--- config.mk ---
export PLATFORM = sky130hd
export DESIGN_NAME = ex_mem_latch
export DESIGN_NICKNAME = d
export VERILOG_FILES = /design/src/rtl/wisc_pkg.sv /design/src/rtl/br_resolve.sv /design/src/rtl/dff.sv /design/src/rtl/dff_en.sv /design/src/rtl/ex_mem_latch.sv
export SDC_FILE = /design/constraint.sdc
export NUM_CORES = 1
export LEC_CHECK = 0
export CELL_PAD_IN_SITES_DETAIL_PLACEMENT = 1
export CELL_PAD_IN_SITES_GLOBAL_PLACEMENT = 1
export CORE_MARGIN = 2
export CORE_UTILIZATION = 27
export CTS_CLUSTER_SIZE = 24
export DETAILED_ROUTE_END_ITERATION = 16
export PLACE_DENSITY = 0.75
export RECOVER_POWER = 50
export SYNTH_ARGS = -nofsm -noshare
export SYNTH_HDL_FRONTEND = slang
export SYNTH_HIERARCHICAL = 1
export SYNTH_SLANG_ARGS = --single-unit
--- constraint.sdc ---
create_clock -name clk -period 1.68 [get_ports clk]
set_clock_uncertainty 0.2 [all_clocks]
set_input_delay 0.336 -clock clk [delete_from_list [all_inputs] [get_ports clk]]
set_output_delay 0.336 -clock clk [all_outputs]
set_load 0.005 [all_outputs]
--- src/rtl/wisc_pkg.sv ---
// ============================================================================
// Module   : wisc_pkg
// Brief    : Shared datapath widths, branch-type and EX/MEM FSM encodings.
// Revision : 1.0 - initial release
// ============================================================================
`default_nettype none

package wisc_pkg;
   localparam int WISC_WIDTH = 16;
   localparam int WISC_REGW  = 3;

   typedef enum logic [2:0] {
      BR_NONE = 3'd0,
      BR_BEQZ = 3'd1,
      BR_BNEZ = 3'd2,
      BR_BLTZ = 3'd3,
      BR_BGEZ = 3'd4,
      BR_JUMP = 3'd5
   } br_type_e;

   localparam logic [0:0] ST_RUN    = 1'b0;
   localparam logic [0:0] ST_HALTED = 1'b1;
endpackage

`default_nettype wire

--- src/rtl/br_resolve.sv ---
// ============================================================================
// Module   : br_resolve
// Brief    : Combinational branch/jump taken decision from ALU Z/N flags.
// Revision : 1.0 - initial release
// ============================================================================
`default_nettype none

module br_resolve
   import wisc_pkg::*;
(
   input  logic [2:0] br_type,
   input  logic       z,
   input  logic       n,
   input  logic       valid,
   output logic       taken
);
   logic w_cond;

   always_comb begin
      w_cond = 1'b0;
      case (br_type)
         BR_BEQZ: w_cond = z;
         BR_BNEZ: w_cond = ~z;
         BR_BLTZ: w_cond = n;
         BR_BGEZ: w_cond = ~n;
         BR_JUMP: w_cond = 1'b1;
         default: w_cond = 1'b0;
      endcase
   end

   assign taken = valid & w_cond;
endmodule

`default_nettype wire

--- src/rtl/dff.sv ---
// ============================================================================
// Module   : dff
// Brief    : Basic W-bit D flip-flop with synchronous active-high reset.
// Revision : 1.0 - initial release
// ============================================================================
`default_nettype none

module dff #(
   parameter int W = 1
) (
   input  logic         clk,
   input  logic         rst,
   input  logic [W-1:0] d,
   output logic [W-1:0] q
);
   always_ff @(posedge clk) begin
      if (rst) q <= '0;
      else     q <= d;
   end
endmodule

`default_nettype wire

--- src/rtl/dff_en.sv ---
// ============================================================================
// Module   : dff_en
// Brief    : dff cell wrapped with a load-enable recirculation mux.
// Revision : 1.0 - initial release
// ============================================================================
`default_nettype none

module dff_en #(
   parameter int W = 1
) (
   input  logic         clk,
   input  logic         rst,
   input  logic         en,
   input  logic [W-1:0] d,
   output logic [W-1:0] q
);
   logic [W-1:0] w_d;

   assign w_d = en ? d : q;

   dff #(.W(W)) u_dff (
      .clk (clk),
      .rst (rst),
      .d   (w_d),
      .q   (q)
   );
endmodule

`default_nettype wire

--- src/rtl/ex_mem_latch.sv ---
// ============================================================================
// Module   : ex_mem_latch
// Brief    : EX/MEM pipeline register with branch resolution, one-cycle fetch
//            redirect, halt FSM and bubble insertion.
//            Optional overflow trap enabled by macro EX_MEM_OFL_TRAP_EN.
// Revision : 1.0 - initial release
// ============================================================================
`default_nettype none

module ex_mem_latch
   import wisc_pkg::*;
#(
   parameter int WIDTH = WISC_WIDTH,
   parameter int REGW  = WISC_REGW
) (
   input  logic             clk,
   input  logic             rst,
   input  logic             ex_valid,
   input  logic [WIDTH-1:0] ex_alu_out,
   input  logic             ex_alu_z,
   input  logic             ex_alu_n,
   input  logic             ex_alu_ofl,
   input  logic [2:0]       ex_br_type,
   input  logic [WIDTH-1:0] ex_br_target,
   input  logic [WIDTH-1:0] ex_pc_inc,
   input  logic [REGW-1:0]  ex_rd,
   input  logic             ex_reg_wr,
   input  logic             ex_mem_rd,
   input  logic             ex_mem_wr,
   input  logic [WIDTH-1:0] ex_st_data,
   input  logic             ex_halt,
   input  logic             ex_arith,
   input  logic             stall,
   input  logic             flush,
   output logic             mem_valid,
   output logic [WIDTH-1:0] mem_alu_out,
   output logic [WIDTH-1:0] mem_pc_inc,
   output logic [REGW-1:0]  mem_rd,
   output logic             mem_reg_wr,
   output logic             mem_mem_rd,
   output logic             mem_mem_wr,
   output logic [WIDTH-1:0] mem_st_data,
   output logic             mem_redirect,
   output logic [WIDTH-1:0] mem_redirect_pc,
   output logic             mem_halted,
   output logic             mem_ofl_exc
);
   localparam int C_DATA_W = 4*WIDTH + REGW;

   logic             w_taken;
   logic             w_trap;
   logic             w_halt_go;
   logic             w_load;
   logic             w_bubble;
   logic             w_halted;
   logic [0:0]       r_state;
   logic [0:0]       w_state_nxt;
   logic [4:0]       w_ctrl_d;
   logic [4:0]       r_ctrl;
   logic [C_DATA_W-1:0] w_data_d;
   logic [C_DATA_W-1:0] r_data;

   br_resolve u_br_resolve (
      .br_type (ex_br_type),
      .z       (ex_alu_z),
      .n       (ex_alu_n),
      .valid   (ex_valid),
      .taken   (w_taken)
   );

`ifdef EX_MEM_OFL_TRAP_EN
   logic r_ofl_exc;

   assign w_trap = ex_valid & ex_arith & ex_alu_ofl;

   dff_en #(.W(1)) u_ofl_exc (
      .clk (clk),
      .rst (rst),
      .en  (w_load & w_trap),
      .d   (1'b1),
      .q   (r_ofl_exc)
   );

   assign mem_ofl_exc = r_ofl_exc;
`else
   logic w_unused_ofl;

   assign w_unused_ofl = ex_alu_ofl ^ ex_arith;
   assign w_trap       = 1'b0;
   assign mem_ofl_exc  = 1'b0;
`endif

   // An overflow trap halts exactly like a HALT instruction.
   assign w_halt_go = ex_valid & (ex_halt | w_trap);

   dff #(.W(1)) u_state (
      .clk (clk),
      .rst (rst),
      .d   (w_state_nxt),
      .q   (r_state)
   );

   always_comb begin
      w_state_nxt = r_state;
      if ((r_state == ST_RUN) && w_load && w_halt_go) begin
         w_state_nxt = ST_HALTED;
      end
   end

   // A live redirect means the incoming EX instruction is on the wrong path.
   always_comb begin
      w_halted = (r_state == ST_HALTED);
      w_load   = 1'b0;
      w_bubble = 1'b0;
      if (w_halted) begin
         w_bubble = 1'b1;
      end else if (stall) begin
         w_bubble = 1'b0;
      end else if (flush || r_ctrl[0]) begin
         w_bubble = 1'b1;
      end else begin
         w_load = 1'b1;
      end
   end

   assign w_ctrl_d = w_load ? {ex_valid,
                               ex_reg_wr & ~w_trap,
                               ex_mem_rd,
                               ex_mem_wr,
                               w_taken & ~w_halt_go} : 5'b0;

   dff_en #(.W(5)) u_ctrl (
      .clk (clk),
      .rst (rst),
      .en  (w_load | w_bubble),
      .d   (w_ctrl_d),
      .q   (r_ctrl)
   );

   assign w_data_d = {ex_alu_out, ex_pc_inc, ex_rd, ex_st_data, ex_br_target};

   dff_en #(.W(C_DATA_W)) u_data (
      .clk (clk),
      .rst (rst),
      .en  (w_load),
      .d   (w_data_d),
      .q   (r_data)
   );

   assign {mem_valid, mem_reg_wr, mem_mem_rd, mem_mem_wr, mem_redirect} = r_ctrl;
   assign {mem_alu_out, mem_pc_inc, mem_rd, mem_st_data, mem_redirect_pc} = r_data;
   assign mem_halted = w_halted;
endmodule

`default_nettype wire

# Yosys cells after proc, flatten, opt, wreduce, memory -nomap -nowiden
# Index checks and enable logic that the tools add are counted.
totals:
  ff_bits: 73
  inputBits: 83
  output_inout_bits: 74
  wordCells: 27
classes:
  n_eq_ne: 5
  mux: 8
  n_bitwise: 8
  reduce_logical: 3
ops:
  columns: ["op", "n"]
  rows:
  - ["equality test 3 x 2 -> 1 bit (second input constant)", 2]
  - ["equality test 3 bit (second input constant)", 2]
  - ["two-way mux 1 bit", 6]
  - ["two-way mux 5 bit", 1]
  - ["one-hot mux 1 bit (5 select lines)", 1]
  - ["NOT 1 bit", 4]
  - ["AND 1 bit", 3]
  - ["equality test 3 x 1 -> 1 bit (second input constant)", 1]
  - ["logical AND 1 bit", 2]
  - ["logical OR 1 bit", 1]
  - ["OR 1 bit", 1]

# Depth between registers and ports, before layout
# Gate-level depths: netlist of run 1.
logic_depth:
  word_depth: 6
  mapped_depth: 6
  depth_no_buf: 6

# Hierarchy
# The synthesis of run 1 kept the hierarchy.
by_module_without_submodules:
  columns: ["mod", "n_inst", "cells_per_inst", "area_each_um2", "seq_area_each_um2"]
  rows:
  - ["dff (u_data.u_dff)", 1, 141, 1816.7, 1341.3]
  - ["dff_en (u_data)", 1, 74, 923.4, 0.0]
  - ["dff (u_ctrl.u_dff)", 1, 10, 131.4, 100.1]
  - ["ex_mem_latch", 1, 11, 88.8, 0.0]
  - ["dff_en (u_ctrl)", 1, 5, 56.3, 0.0]
  - ["br_resolve", 1, 7, 47.5, 0.0]
  - ["dff (u_state)", 1, 2, 33.8, 20.0]

# Worst setup path after synthesis of run 1
# No wires, ideal clock.
synth_path:
  kind: "reg-to-reg"
  from: "register u_state.q"
  to: "register u_data.u_dff.q[35]"
  setup_ns: 0.114
  t_arrival_ns: 1.550
  t_required_ns: 1.366
  path_slack_ns: -0.183
  path_stages_with_launch: 6
  path_buffers: 2
  synth_period_minus_slack_ns: 1.863
  cell_sequence: "dfxtp_1 -> nor4_4 -> buf_4 -> buf_6 -> mux2_4 -> nor2b_1"
synth_between:
  elab_chain_len: 1
synth_lines:
  columns: ["element", "line", "rtl"]
  rows:
  - ["start, declared", "dff.sv:14", "output logic [W-1:0] q"]
  - ["start signal, assigned", "dff.sv:17", "if (rst) q <= '0;"]
  - ["start signal, assigned", "dff.sv:18", "else q <= d;"]
  - ["two-way mux 1 bit", "ex_mem_latch.sv:115", "if (w_halted) begin"]
  - ["via w_load", "ex_mem_latch.sv:53", "logic w_load;"]
  - ["end signal, assigned", "dff.sv:17", null]
  - ["end signal, assigned", "dff.sv:18", null]
  - ["end, declared", "dff.sv:14", null]
# The timed path passes the listed nets, and every way through them passes these cells.
# A chain may end at the register's enable or synchronous reset.

# Worst setup path after layout of run 1
layout_path:
  from: "register u_state.q"
  to: "register u_data.u_dff.q[46]"
# Same word-level chain as after synthesis.

==> summary.txt, run 1 <==
Timing
  • WHS: around 0.2 ns
  • Setup violators final: 68
  • RSZ-0062 raised after global routing: yes
  • Pins Over Slew Limit: 0
  • Max Fclk: 547 MHz
  • Period utilization: 109%
  • Hold Fails Final Rpt: 0
  • Min Clock Period, post-route: 1.83 ns
  • Worst setup margin: -0.148 ns

Placed design
  • GPL Wtd Cong: 0.707
  • Port Buffer Count: around 150
  • Hpwl dp: 6130 um
  • Area after DPL: 0.00483 mm2

Worst setup path
  • Crit Path Class: reg2reg
  • Critical Path Sink Type: flip-flop
  • Reg2reg start: u_state/q
  • R2R Path End: u_data/u_dff/q[46]
  • R2r setup slk: -0.15 ns
  • Startpoint types: flip-flop
  • Crit path capture: u_data/u_dff/q[46]
  • Crit path DAT: 1.83 ns
  • Crit path from: u_state/q
  • Worst EP required: about 1.7 ns
  • CP Max Fanout: 5
  • R2R depth: 6

Final layout
  • FILL cells: between 1,000 and 1,500
  • Ratio of cells with drive above 1 in the final layout: 28.5%
  • Ant diodes: 0
  • Design Area, Final: roughly 0.0053 mm2
  • P&R area growth vs syn: 72.5%
  • Post-Route Utilization: 47.2%
  • Final net count: 503

Synth
  • Syn nets: 333
  • Area share of the leading cell type in the synthesized netlist: 47.2%
  • Top cells by area, synth: dfxtp_1 (47%), mux2_2 (15%), nor2b_1 (15%)
  • Cell variety after synth: 20
  • Post-Synthesis Cell Area: 0.00310 mm2
  • Cells after Synth: 250
  • EDFF count, synth: 0
  • Synth cell count leaders: dfxtp_1 (73), nor2b_1 (73), mux2_2 (42)
  • Yosys Warn Count: 6
  • Top_reg_cell synth: dfxtp_1
  • Synth async-reset ratio: 0%
  • Syn_area_per_cell: 12.4 um2
  • Yosys reg bits: 73
  • Cell taking the most area after synthesis: dfxtp_1
  • Post-synthesis sequential area ratio: 47.2%

Drt
  • Drt pass-1 iters: 4
  • Drt via density: 4.28
  • # DRC: 0
  • Total Wirelength: roughly 9000 um
  • Vias after detailed routing: 2,431
  • WL per Instance: 15.8 um
  • Final ANT Viol Nets: 0
  • Initial DRC count: 43

Power and ir drop
  • Pwr Total: 0.00458 W
  • Leakage Power: 2.50 nW
  • VDD IR max: 0.396 mV
  • Pwr/cell area: roughly 860 mW/mm2

CTS
  • Clock root cell: clkbuf_16
  • Clock sink count: between 70 and 80
  • CTS buffer count: 9
  • Clock buffer depth: 2
  • Hold_buf cts: 0
  • CTS H-tree lvls: 3
  • Clock transition at path regs: 0.06 ns
  • Worst-skew pair later-pin latency: 0.32 ns
  • CTS tree: built

Floorplan
  • I/O pin total: 157
  • Die height: 111 um
  • Die W: 111 um
  • Core area: 0.0113 mm2
  • Starting Density: 27.4%
  • Num rows: 39
  • Die ar.: 0.0123 mm2

Outcome
  • Status: finished with violations
  • Failing checks: setup timing

Global routing
  • Pin count of the biggest net entering global routing: 33
  • Initial antenna violation count: 0
  • Vias in the first global route: 2,756
  • First-pass GRT wire length: 14,400 um
  • Gr ovfl total: 0
  • Total Routing Usage GR: between 10% and 20%

Hold path
  • Hold Path Class: in2reg

Job
  • Max-Cap Viols: 0
==> cell type report <==
type,count,area [um2],area share (%)
clock buffer,10,229,4.29
tap,143,179,3.35
inverter,2,7.51,0.141
multi-input combinational,160,1610,30.1
sequential,73,1470,27.4
timing repair buffer,174,1790,33.4
clock inverter,6,67.6,1.26
==> routing by layer <==
layer / global-route usage, % / vias to the layer above / share of wire [%]
met5: 0 / - / 0
met4: 5.10 / 0 / 1.2
met3: 4.87 / 8 / 7.3
met2: 24.9 / 91 / 49
met1: 17.2 / 1163 / 43
li1: - / 1169 / -
==> cells by family (layout without fill, tap and decap cells) <==
| family | Yosys count | after routing | share of synthesized area (%) |
|---|---|---|---|
| buffers and inverters | 17 | 192 | 4.12 |
| AOI/OAI and AO/OA | 5 | 5 | 1.37 |
| and+or+nand+nor | 82 | 82 | 17.4 |
| muxes | 72 | 72 | 29.8 |
| DFF | 73 | 73 | 47.2 |
| other | 1 | 1 | 0.121 |
==> registers in the layout (all words and copies together), names as in the netlist <==
signal and count:
u_data/u_dff/q 67, u_state/q 1, u_ctrl/u_dff/q 5
==> power by group <==
part	leakage (nW)	switching, W	internal (W)
registers	0.598	0.0000424	0.00182
logic	1.76	0.000242	0.000569
clock network	0.139	0.000757	0.00116
==> what timing repair did <==
| item | CTS | global route |
|---|---|---|
| cloned | 4 | 2 |
| buffers inserted | 4 | 0 |
| resized for setup | 117 | 7 |
| endpoints found under the setup margin | 145 | 72 |
| pin swaps | 7 | 0 |
| hold endpoints to repair | 0 | 0 |
==> critical path: stages, from the launching register on <==
cell and delay, ns:
dfxtp_2 0.33, nor4_4 0.31, buf_6 0.18, buf_4 0.14, buf_16 0.12, mux2_4 0.30
nor2b_1 0.14
==> cell usage in the layout (no fill, tap or decap), types with 2 or more instances in the layout <==
| cell type | instances |
|---|---|
| dlygate4sd2_1 | 79 |
| clkdlybuf4s50_1 | 73 |
| nor2b_1 | 72 |
| dfxtp_1 | 71 |
| mux2_4 | 53 |
| mux2_2 | 19 |
| clkbuf_16 | 11 |
| buf_12 | 6 |
| buf_4 | 6 |
| buf_16 | 4 |
| and2_4 | 3 |
| buf_6 | 3 |
| clkinvlp_4 | 2 |
| nor2b_4 | 2 |
==> per-stage QoR <==
step,setup slack [ns],TNS [ns],cells
6_report,-0.148,-6.04,568
5_1_grt,-0.258,-14.14,568
4_1_cts,-0.162,-8.12,566
3_5_place_dp,-0.631,-42.51,542
3_3_place_gp,-0.609,-41.04,542
2_1_floorplan,-0.141,-7.60,250
==> how the worst min path moves through the flow <==
stage | start | end | slack, ns | depth (start not counted)
after floorplan | rst | u_state/q | 0.20 | 1
after global placement | u_data/u_dff/q[11] | u_data/u_dff/q[11] | 0.37 | 2
after detailed placement | u_data/u_dff/q[64] | u_data/u_dff/q[64] | 0.38 | 2
after CTS | rst | u_data/u_dff/q[18] | 0.19 | 2
after global routing | rst | u_data/u_dff/q[23] | 0.21 | 2
final | rst | u_data/u_dff/q[17] | 0.20 | 2
Note: power is estimated with default switching activity, not from simulation.
==> run 2: changes to the inputs <==
CAP_MARGIN = 15   (was unset)
==> results of run 2 <==
No change in the layout: final DEF, timing and power equal those of run 1.
==> run 3: changes to the inputs <==
CORE_UTILIZATION = 30   (was 27)
PLACE_DENSITY = 0.79   (was 0.75)
clock period = 1.8 ns   (was 1.68 ns; I/O delays follow)
==> run 3 against run 2 <==
The run still ends with setup timing left. Setup slack improved by 0.12 ns. Worst hold slack improved by 0.12 ns. Clock power is 25% lower. Fmax rose by 0.14%. Critical path type unchanged. Largest power group is now sequential cells.
==> summary.txt, run 3 (synthesis results as in run 1) <==
Drt
  • Vias after detailed routing: 2,434
  • WL per Instance: between 15 and 20 um
  • Final ANT Viol Nets: 0
  • Total Wirelength: approximately 9100 um
  • Initial DRC count: 78
  • # DRC: 0
  • Drt pass-1 iters: 4
  • Drt via density: 4.37

Outcome
  • Status: finished with violations
  • Failing checks: setup timing

Timing
  • Period utilization: 101%
  • Worst setup margin: -0.0250 ns
  • Hold Fails Final Rpt: 0
  • Min Clock Period, post-route: 1.83 ns
  • Max Fclk: 548 MHz
  • TNS Setup: -0.257 ns
  • RSZ-0062 raised after global routing: yes
  • WHS: 0.314 ns
  • Pins Over Slew Limit: 0
  • Setup violators final: 27

Worst setup path
  • Worst EP required: 1.81 ns
  • Crit path DAT: 1.84 ns
  • CP Max Fanout: 8
  • Crit Path Class: reg2reg
  • Critical Path Sink Type: flip-flop
  • Startpoint types: flip-flop

Global routing
  • Pin count of the biggest net entering global routing: 74
  • Gr ovfl total: 0
  • Initial antenna violation count: 0
  • First-pass GRT wire length: 14,300 um
  • Total Routing Usage GR: 16.4%
  • Vias in the first global route: between 2,000 and 3,000

CTS
  • Hold_buf cts: 0
  • CTS tree: built
  • Worst-skew pair later-pin latency: 0.33 ns
  • Clock sink count: between 70 and 80
  • Clock transition at path regs: 0.09 ns
  • CTS buffer count: 9
  • Clock root cell: clkbuf_8
  • CTS H-tree lvls: 3
  • Clock buffer depth: 2

Power and ir drop
  • Leakage Power: roughly 2.1 nW
  • Pwr/cell area: 746 mW/mm2
  • VDD IR max: 0.382 mV
  • Pwr Total: 0.00397 W

Floorplan
  • Num rows: 37
  • Die height: approximately 110 um
  • Starting Density: 30.4%
  • I/O pin total: roughly 160
  • Die ar.: 0.0112 mm2
  • Die W: roughly 110 um
  • Core area: 0.0102 mm2

Final layout
  • Storage element area: 0.00149 mm2
  • Final net count: 499
  • Post-Route Utilization: between 50% and 60%
  • FILL cells: 1,073
  • Area of the multi-input gates: roughly 0.0016 mm2
  • Biggest regs: u_data/u_dff/q: 67 flops, u_ctrl/u_dff/q: 5 flops, u_state/q: 1 flops
  • Ant diodes: 0
  • Ratio of cells with drive above 1 in the final layout: 33.0%
  • Design Area, Final: 0.00532 mm2
  • Number of flip-flops in the largest register: 67
  • Most frequent cells in the layout: clkdlybuf4s50_1 (118), nor2b_1 (65), dfxtp_1 (55), mux2_4 (55), clkdlybuf4s25_1 (27)
  • Commonest non-fill, non-tap cell in the layout: clkdlybuf4s50_1
  • P&R area growth vs syn: 71.8%
  • Most flops, register: u_data/u_dff/q

Placed design
  • Hpwl dp: 6210 um
  • Area after DPL: 0.00479 mm2
  • Port Buffer Count: ~150
  • GPL Wtd Cong: 0.705

Job
  • Max-Cap Viols: 0

Hold path
  • Hold Path Class: in2reg
-- run 3: changes by cell type in the layout (fill, tap and decap cells not counted), moves of 3 or more --
| cell | change |
|---|---|
| and2_4 | -3 |
| buf_8 | +4 |
| dlygate4sd2_1 | -75 |
| clkdlybuf4s50_1 | +45 |
| clkdlybuf4s25_1 | +27 |
| nor2b_2 | +3 |
| clkbuf_8 | +10 |
| dfxtp_2 | +16 |
| dfxtp_1 | -16 |
| clkbuf_16 | -10 |
| nor2b_1 | -7 |
| and2_2 | +3 |
| nor2b_4 | +4 |
-- run 3: path summary, 6_finish.rpt --
| kind | slack [ns] | start | cells after the start | endpoint |
|---|---|---|---|---|
| max | -0.03 | u_ctrl/u_dff/q[0] | 6 | u_data/u_dff/q[6] |
| min | 0.31 | rst | 3 | u_data/u_dff/q[12] |
| max reg2reg | -0.03 | u_ctrl/u_dff/q[0] | 6 | u_data/u_dff/q[6] |
| min reg2reg | 0.40 | u_data/u_dff/q[19] | 2 | u_data/u_dff/q[19] |
-- run 3: timing repair --
item                       CTS  global route
setup endpoints to repair   76           111
setup buffers                3             1
cloned                       2             1
gates resized for setup     38            69
pin swaps                    1             3
-- run 3: layout make-up --
cell class	instances	area share, %
tap	136	3.20
multi-input combinational	160	31.0
sequential	73	27.9
inverter	2	0.141
clock inverter	4	1.43
clock buffer	12	2.73
timing repair buffer	170	33.6
-- run 3: report_power, final --
| group | internal [W] | switching (W) |
|---|---|---|
| clock network | 0.000823 | 0.000617 |
| registers | 0.00170 | 0.0000438 |
| logic | 0.000564 | 0.000225 |
-- run 3: critical path, cell delays in order (launching register included) --
cell and delay, ns:
dfxtp_4 0.36, nor4_4 0.24, buf_4 0.19, buf_8 0.14, buf_8 0.14, mux2_4 0.30, nor2b_1 0.13
-- run 3: layer usage --
metal  GRT usage [%]  part of all wire (%)  vias to the layer above
met5               0                     0                        -
met4            5.36                   1.2                        0
met3            5.63                   7.2                       10
met2            28.2                    50                       95
met1            19.0                    41                     1172
li1                -                     -                     1157
-- run 3: stage by stage --
step / std cells / setup WS (ns)
floorplan: 250 / -0.0451
global placement: 535 / -0.532
detailed placement: 535 / -0.644
CTS: 556 / -0.0704
global route: 557 / -0.0566
finish: 557 / -0.0250
